`config.mk`:
```
export PLATFORM = sky130hd
export DESIGN_NAME = seq_divider_4bit
export DESIGN_NICKNAME = d
export VERILOG_FILES = /design/src/rtl/seq_divider_4bit.sv
export SDC_FILE = /design/constraint.sdc
export NUM_CORES = 1
export LEC_CHECK = 0
export ABC_AREA = 1
export CAP_MARGIN = 20
export CORE_MARGIN = 2
export CORE_UTILIZATION = 47
export DETAILED_ROUTE_END_ITERATION = 10
export PLACE_DENSITY_LB_ADDON = 0.12
export SLEW_MARGIN = 0
export SYNTH_ARGS = -nofsm -noshare
export SYNTH_HDL_FRONTEND = slang
export SYNTH_SLANG_ARGS = --single-unit
```
`constraint.sdc`:
```
create_clock -name clk -period 1.7 [get_ports clk]
set_input_delay 0.17 -clock clk [delete_from_list [all_inputs] [get_ports clk]]
set_output_delay 0.17 -clock clk [all_outputs]
set_load 0.02 [all_outputs]
```
`src/rtl/seq_divider_4bit.sv`:
```
// Multi-cycle restoring divider with start/busy/done handshake, one trial subtraction per clock.
// Define DIV_SIGNED_EN to treat operands as two's complement (results truncate toward zero).
module seq_divider_4bit #(
   parameter int WIDTH = 4
) (
   input  logic             clk,
   input  logic             rst,
   input  logic             start,
   input  logic [WIDTH-1:0] dividend,
   input  logic [WIDTH-1:0] divisor,
   output logic             busy,
   output logic             done,
   output logic [WIDTH-1:0] quotient,
   output logic [WIDTH-1:0] remainder,
   output logic             div_by_zero
);

   localparam int CW = $clog2(WIDTH + 1);

   // ZDIV is a one-cycle resolve step for divide-by-zero; busy stays low through it
   typedef enum logic [1:0] {IDLE, CALC, ZDIV, DONE} state_t;

   state_t           state_q, state_d;
   logic [CW-1:0]    cnt_q, cnt_d;
   logic [WIDTH-1:0] p_q, p_d;
   logic [WIDTH-1:0] d_q, d_d;
   logic [WIDTH-1:0] v_q, v_d;
   logic             busy_q, busy_d;
   logic             done_q, done_d;
   logic [WIDTH-1:0] quotient_q, quotient_d;
   logic [WIDTH-1:0] remainder_q, remainder_d;
   logic             dbz_q, dbz_d;

   logic [WIDTH-1:0] p_shift, d_shift, iter_p, iter_d;
   logic [WIDTH:0]   trial;

`ifdef DIV_SIGNED_EN
   logic quo_neg_q, quo_neg_d;
   logic rem_neg_q, rem_neg_d;

   function automatic logic [WIDTH-1:0] magnitude(input logic [WIDTH-1:0] x);
      return x[WIDTH-1] ? -x : x;
   endfunction

   function automatic logic [WIDTH-1:0] apply_sign(input logic [WIDTH-1:0] x, input logic neg);
      return neg ? -x : x;
   endfunction
`endif

   always_comb begin
      state_d     = state_q;
      cnt_d       = cnt_q;
      p_d         = p_q;
      d_d         = d_q;
      v_d         = v_q;
      busy_d      = busy_q;
      done_d      = 1'b0;
      quotient_d  = quotient_q;
      remainder_d = remainder_q;
      dbz_d       = dbz_q;
`ifdef DIV_SIGNED_EN
      quo_neg_d   = quo_neg_q;
      rem_neg_d   = rem_neg_q;
`endif

      // Borrow out of the widened trial subtraction decides the quotient bit
      p_shift = {p_q[WIDTH-2:0], d_q[WIDTH-1]};
      d_shift = {d_q[WIDTH-2:0], 1'b0};
      trial   = {1'b0, p_shift} - {1'b0, v_q};
      if (trial[WIDTH]) begin
         iter_p = p_shift;
         iter_d = d_shift;
      end else begin
         iter_p = trial[WIDTH-1:0];
         iter_d = d_shift | WIDTH'(1);
      end

      case (state_q)
         IDLE: begin
            if (start) begin
               dbz_d = 1'b0;
               p_d   = '0;
               cnt_d = '0;
               if (divisor == '0) begin
                  d_d     = dividend;
                  v_d     = '0;
                  state_d = ZDIV;
               end else begin
`ifdef DIV_SIGNED_EN
                  d_d       = magnitude(dividend);
                  v_d       = magnitude(divisor);
                  quo_neg_d = dividend[WIDTH-1] ^ divisor[WIDTH-1];
                  rem_neg_d = dividend[WIDTH-1];
`else
                  d_d       = dividend;
                  v_d       = divisor;
`endif
                  busy_d  = 1'b1;
                  state_d = CALC;
               end
            end
         end
         CALC: begin
            p_d   = iter_p;
            d_d   = iter_d;
            cnt_d = cnt_q + CW'(1);
            if (cnt_q == CW'(WIDTH - 1)) begin
               busy_d  = 1'b0;
               done_d  = 1'b1;
               state_d = DONE;
`ifdef DIV_SIGNED_EN
               quotient_d  = apply_sign(iter_d, quo_neg_q);
               remainder_d = apply_sign(iter_p, rem_neg_q);
`else
               quotient_d  = iter_d;
               remainder_d = iter_p;
`endif
            end
         end
         ZDIV: begin
            quotient_d  = '1;
            remainder_d = d_q;
            dbz_d       = 1'b1;
            done_d      = 1'b1;
            state_d     = DONE;
         end
         DONE: begin
            state_d = IDLE;
         end
         default: begin
            state_d = IDLE;
         end
      endcase
   end

   always_ff @(posedge clk or posedge rst) begin
      if (rst) begin
         state_q     <= IDLE;
         cnt_q       <= '0;
         p_q         <= '0;
         d_q         <= '0;
         v_q         <= '0;
         busy_q      <= 1'b0;
         done_q      <= 1'b0;
         quotient_q  <= '0;
         remainder_q <= '0;
         dbz_q       <= 1'b0;
`ifdef DIV_SIGNED_EN
         quo_neg_q   <= 1'b0;
         rem_neg_q   <= 1'b0;
`endif
      end else begin
         state_q     <= state_d;
         cnt_q       <= cnt_d;
         p_q         <= p_d;
         d_q         <= d_d;
         v_q         <= v_d;
         busy_q      <= busy_d;
         done_q      <= done_d;
         quotient_q  <= quotient_d;
         remainder_q <= remainder_d;
         dbz_q       <= dbz_d;
`ifdef DIV_SIGNED_EN
         quo_neg_q   <= quo_neg_d;
         rem_neg_q   <= rem_neg_d;
`endif
      end
   end

   assign busy        = busy_q;
   assign done        = done_q;
   assign quotient    = quotient_q;
   assign remainder   = remainder_q;
   assign div_by_zero = dbz_q;

endmodule

```
==> flow_metrics.tcl, run 1 <==
set metrics [dict create \
    status "finished with violations" \
    violations "setup timing" \
    drv_slew 0 \
    cp-start-kind "register" \
    n_fill_cell 237 \
    synth_area_per_cell_um2 8.501 \
    cp-end-kind "register" \
    grt-ovfl-total 0 \
    cp_slowest_cell "dfrtp_1" \
    tns_ns -0.04456 \
    grtUsageTotal 0.1908 \
    grt_pass1_vias 1191 \
    power_density_nw_per_um2 2253 \
    syn-cell-area_um2 1403 \
    syn-instance-count 165 \
    die_x_um 58.63 \
    cts-root-buf "clkbuf_4" \
    tritoncts "yes" \
    worst_slack_ns -0.02609 \
    start_util 0.5000 \
    finalPower_mw 4.229 \
    setup_viol 2 \
    syn_nets 186 \
    peakVddDrop_uv 912.6 \
    fin_util 0.6690 \
    p_leak_nw 0.9256 \
    async_flop_share 1.000 \
    crit_fanout 7 \
    cts.hold.buffers_added 0 \
    post-place-ws_ns -0.1874 \
    holdCritPathClass "input port to asynchronous set/reset pin" \
    layout_common_cells "nand2_1 (37), inv_1 (28), dfrtp_1 (27)" \
    r2r_cells 10 \
    route.detailed.drc 0 \
    fin_skew_ns 0.008867 \
    max_freq_mhz 579.3 \
    io_buffers 21 \
    cts.sinks 27 \
    num_rows 19 \
    slew_headroom 0.7245 \
    synthFlopType "dfrtp_1" \
    drtIter0Drc 40 \
    clk_latency_ns 0.32 \
    cp_common_cell "nand2_1" \
    synthTopCellsByArea "dfrtp_1 (48%), nand2_1 (10%), ha_1 (8.0%)" \
    synth_seq_cells 27 \
    die_area_um2 3437 \
    routed_wl_um 3128 \
    clk_pin_slew_ns 0.15 \
    numCtsBuffers 3 \
    layout-drive-gt1-share 0.1891 \
    io-pin-count 22 \
    r2r_setup_slack_ns -0.03 \
    ys_seq_area_frac 0.4817 \
    period_needed_ns 1.726 \
    via_count 1225 \
    yosysUniqueCellTypes 21 \
    synth_edf_count 0 \
    drtAntennaViolNets 0 \
    worst-setup-path-type "register to register" \
    cpPeakStageDelay_ns 0.44 \
    wl_per_cell_um 13.48 \
    arrival_ns 1.95 \
    yosysTopAreaCell "dfrtp_1" \
    gp_congestion 0.8035 \
    synth_warnings 0 \
    worstPathRequired_ns 1.92 \
    path_delay_family "adder cells" \
    maxCapViolations 0 \
    r2r_start "v_q[0]" \
    htreeDepth 1 \
    antenna_found_initial 0 \
    grt_first_pass_wirelength_um 5071 \
    diodes 0 \
    holdWs_ns 0.2116 \
    crit_chain "ha_4, fa_2, inv_2, nand3_4, nand2_4, nand2_1, o21ai_2, nand2_1, nand2_1, nand2_1" \
    vias_per_cell 5.280 \
    dp.final_hpwl_um 2206 \
    nNetsFinal 223 \
    grt_max_degree 28 \
    tightest_slew_ns 0.4117 \
    final_common_cell "nand2_1" \
    rsz0062_at_grt "true" \
    dr.pass1.iters 4 \
    fp.dieH_um 58.63 \
    core_um2 2805 \
    crit_buf_inv 1 \
    clock_path_buffers 2 \
    period_share 1.015 \
    synth_top_area_frac 0.4817 \
    syn2layout_area_growth_pct 33.81 \
    hold_violations 0 \
    r2r-end "remainder[1]" \
]
## per-layer routing
layer  up-vias  share of wire  global-route usage
li1        610              -                   -
met1       587           0.44              0.2529
met2        24           0.52              0.3178
met3         4          0.030             0.02637
met4         0         0.0099             0.07468
met5         -              0                   0
## power by group
part / total [mW] / leakage, nW / internal [mW] / switching (mW)
clock network: 0.276 / 0.0150 / 0.0917 / 0.184
registers: 1.07 / 0.320 / 0.929 / 0.143
logic: 2.88 / 0.591 / 1.27 / 1.61
total: 4.23 / 0.926 / 2.29 / 1.94
## state kept, by name (all words and copies together) (netlist names)
| name | count |
|---|---|
| busy | 1 |
| cnt_q | 3 |
| d_q | 4 |
| div_by_zero | 1 |
| done | 1 |
| p_q | 3 |
| quotient | 4 |
| remainder | 4 |
| state_q | 2 |
| v_q | 4 |
## synthesized netlist by cell type, types with 2 or more instances
cell and n:
a21oi_1 10, a22oi_1 3, buf_2 2, dfrtp_1 27, ha_1 9, inv_1 30
nand2_1 39, nand3_1 10, nor2_1 2, o211ai_1 3, o21ai_0 15, o21ai_2 2
o22ai_1 5
## kinds of logic (layout without fill, tap and decap cells)
group	Yosys count	after routing	synth area share
XOR/XNOR	1	1	0.006246
AND/OR/NAND/NOR	53	53	0.1534
adder cells (fa/ha/maj)	10	10	0.09456
buffers and inverters	34	70	0.09813
flip-flops	27	27	0.4817
AO/OA/AOI/OAI	40	40	0.1659
## stage by stage
stage,area [um^2],std cells
floorplan,1403,165
global placement,1698,223
detailed placement,1698,223
CTS,1764,228
global route,1877,232
finish,1877,232
## final cells by class
type	instances	area [um^2]	share of cell area
multi-input combinational	104	680.7	0.3627
sequential	27	675.6	0.3600
timing repair buffer	35	339.1	0.1807
inverter	31	116.4	0.06200
tap	31	38.79	0.02067
clock buffer	4	26.28	0.01400
## tightest hold or removal path, cell delays in order
cell             delay, ns
clkdlybuf4s50_1       0.40
inv_1                 0.06
buf_4                 0.32
## worst max-delay path by stage
stage / cells after the start / endpoint / startpoint / slack [ns]
6_report: 10 / remainder[1] / v_q[0] / -0.03
3_3_place_gp: 11 / remainder[1] / d_q[3] / -0.07
4_1_cts: 10 / remainder[2] / d_q[3] / -0.003
2_1_floorplan: 11 / remainder[0] / d_q[3] / 0.0004
5_1_grt: 10 / remainder[1] / v_q[0] / -0.12
3_5_place_dp: 11 / remainder[1] / d_q[3] / -0.19
## repair_timing
| action | in CTS | in global routing |
|---|---|---|
| setup endpoints to repair | 9 | 16 |
| hold endpoints to repair | 0 | 0 |
| resized for setup | 11 | 18 |
| setup buffers | 1 | 4 |
| pin swaps | 1 | 5 |
(Power assumes the default switching activity.)
==> run 2, diff against run 1 <==
Settings changed: CTS_CLUSTER_SIZE set to 8.
==> results of run 2 <==
Same layout as run 1: the final DEF is identical, and so are final timing and power.
==> run 3, diff against run 2 <==
Settings changed: CORE_UTILIZATION 47 to 40.
==> run 3 against run 2 <==
Net effect:
- largest power group unchanged
- the run now ends clean
- worst setup slack better by 0.056 ns
- critical endpoint is now remainder[2]
- cell count up 6.0%
- register-to-register slack better by 0.06 ns
- first-iteration DRC count up 2.5%
- flip-flop and latch count unchanged
- via count down 0.90%
- total power down 2.9%
- hold slack worse by 0.025 ns
- non-clock buffer count down 1
- clock skew down 0.0064 ns
- count of clock-buffer cells in the layout unchanged
- cell area down 1.0%
==> flow_metrics.tcl, run 3 (synthesis results as in run 1) <==
set metrics [dict create \
    clk_pin_slew_ns 0.14 \
    period_share 0.9825 \
    clock_path_buffers 2 \
    grtUsageTotal 0.1640 \
    core_um2 3363 \
    io_buffers 21 \
    layout-drive-gt1-share 0.1650 \
    diodes 0 \
    dr.pass1.iters 4 \
    io-pin-count 22 \
    grt_pass1_vias 1224 \
    setup_viol 0 \
    dpl_cell_area_um2 1739 \
    vias_per_cell 4.935 \
    die_x_um 63.22 \
    wl_per_cell_um 12.56 \
    cp_common_cell "nand2_1" \
    worst-setup-path-type "register to register" \
    design_area_um2 1858 \
    finalPower_mw 4.105 \
    hold_violations 0 \
    routed_wl_um 3090 \
    holdCritPathClass "input port to asynchronous set/reset pin" \
    dp.final_hpwl_um 2202 \
    status "complete, no violations" \
    max_freq_mhz 598.7 \
    via_count 1214 \
    fin_skew_ns 0.002465 \
    arrival_ns 1.90 \
    clk_latency_ns 0.32 \
    worstPathRequired_ns 1.93 \
    syn2layout_area_growth_pct 32.47 \
    grt-ovfl-total 0 \
    holdWs_ns 0.1864 \
    drtIter0Drc 41 \
    start_util 0.4170 \
    grt_first_pass_wirelength_um 5264 \
    num_rows 21 \
    p_clk_frac 0.066 \
    fin_util 0.5525 \
    sw_frac_of_total 0.4609 \
    cp_slowest_cell "dfrtp_1" \
    tritoncts "yes" \
    nNetsFinal 222 \
    cp-start-kind "register" \
    crit_chain "ha_4, fa_2, buf_4, xor2_2, nand2_1, o21ai_2, nand2_1, nand2_1, nand2_1" \
    p_switching_mw 1.892 \
    period_needed_ns 1.670 \
    path_delay_family "adder cells" \
    peakVddDrop_uv 745.0 \
    cts.sinks 27 \
    crit_buf_inv 1 \
    maxCapViolations 0 \
    cell_internal_pwr_mw 2.213 \
    antenna_found_initial 0 \
    fp.dieH_um 63.22 \
    r2r_start "v_q[0]" \
    rsz0062_at_grt "true" \
    crit_fanout 2 \
    p_comb_frac 0.674 \
    cts-root-buf "clkbuf_4" \
    slew_headroom 0.6984 \
    p_leak_nw 0.9126 \
    cpPeakStageDelay_ns 0.43 \
    layout_common_cells "nand2_1 (38), inv_1 (28), dfrtp_1 (27)" \
    power_density_nw_per_um2 2209 \
    worstSetupStartpoint "v_q[0]" \
    route.detailed.drc 0 \
    numCtsBuffers 3 \
    tightest_slew_ns 0.4507 \
    htreeDepth 1 \
    drtAntennaViolNets 0 \
    drv_slew 0 \
    gp_congestion 0.8732 \
    p_seq_frac 0.260 \
    die_area_um2 3996 \
    final_common_cell "nand2_1" \
    cp-end-kind "register" \
    grt_max_degree 28 \
]
-- run 3: routing by layer --
metal  track usage  part of all wire  vias up
met5             0                 0        -
met4       0.07880             0.018        0
met3       0.02143             0.026        6
met2        0.2832              0.51       19
met1        0.2023              0.45      581
li1              -                 -      608
-- run 3: area by class of cell --
| class | instances | area, um^2 |
|---|---|---|
| multi-input combinational | 104 | 670.6 |
| clock buffer | 4 | 26.28 |
| fill | 340 | 1505 |
| sequential | 27 | 675.6 |
| timing repair buffer | 34 | 311.5 |
| inverter | 31 | 116.4 |
| tap | 46 | 57.56 |
-- run 3: path summary, 6_finish.rpt --
kind / to / slack [ns] / cells after the start
min: remainder[2] / 0.19 / 3
max reg2reg: remainder[2] / 0.03 / 9
max in group asynchronous: done / 1.26 / 3
min in group clk: v_q[2] / 0.44 / 3
min reg2reg: cnt_q[0] / 0.48 / 1
max: remainder[2] / 0.03 / 9
-- run 3: what timing repair did --
action / 4_1_cts / 5_1_grt
endpoints found under the setup margin: 9 / 12
hold buffers: 0 / 0
gates resized for setup: 7 / 16
setup buffers: 0 / 1
pin swaps: 1 / 3
-- run 3: through the flow --
step | TNS, ns | std cells | setup WS, ns
floorplan | 0 | 165 | 0.0004415
global route | -0.1969 | 246 | -0.05509
finish | 0 | 246 | 0.02977
detailed placement | -0.4872 | 241 | -0.09968
global placement | -0.2033 | 241 | -0.06754
CTS | 0 | 245 | 0.004821
-- run 3: worst min-delay path, cell delays in order --
cell and delay (ns):
clkdlybuf4s50_1 0.39, inv_1 0.05, buf_4 0.31
-- run 3: power groups by stage --
stage	clock network [mW]	logic (mW)	registers, mW
after floorplan	0	1.47	1.19
after global placement	0	2.28	1.06
after detailed placement	0	2.33	1.07
after CTS	0.290	2.42	1.06
after global routing	0.317	3.08	1.10
final	0.272	2.77	1.07
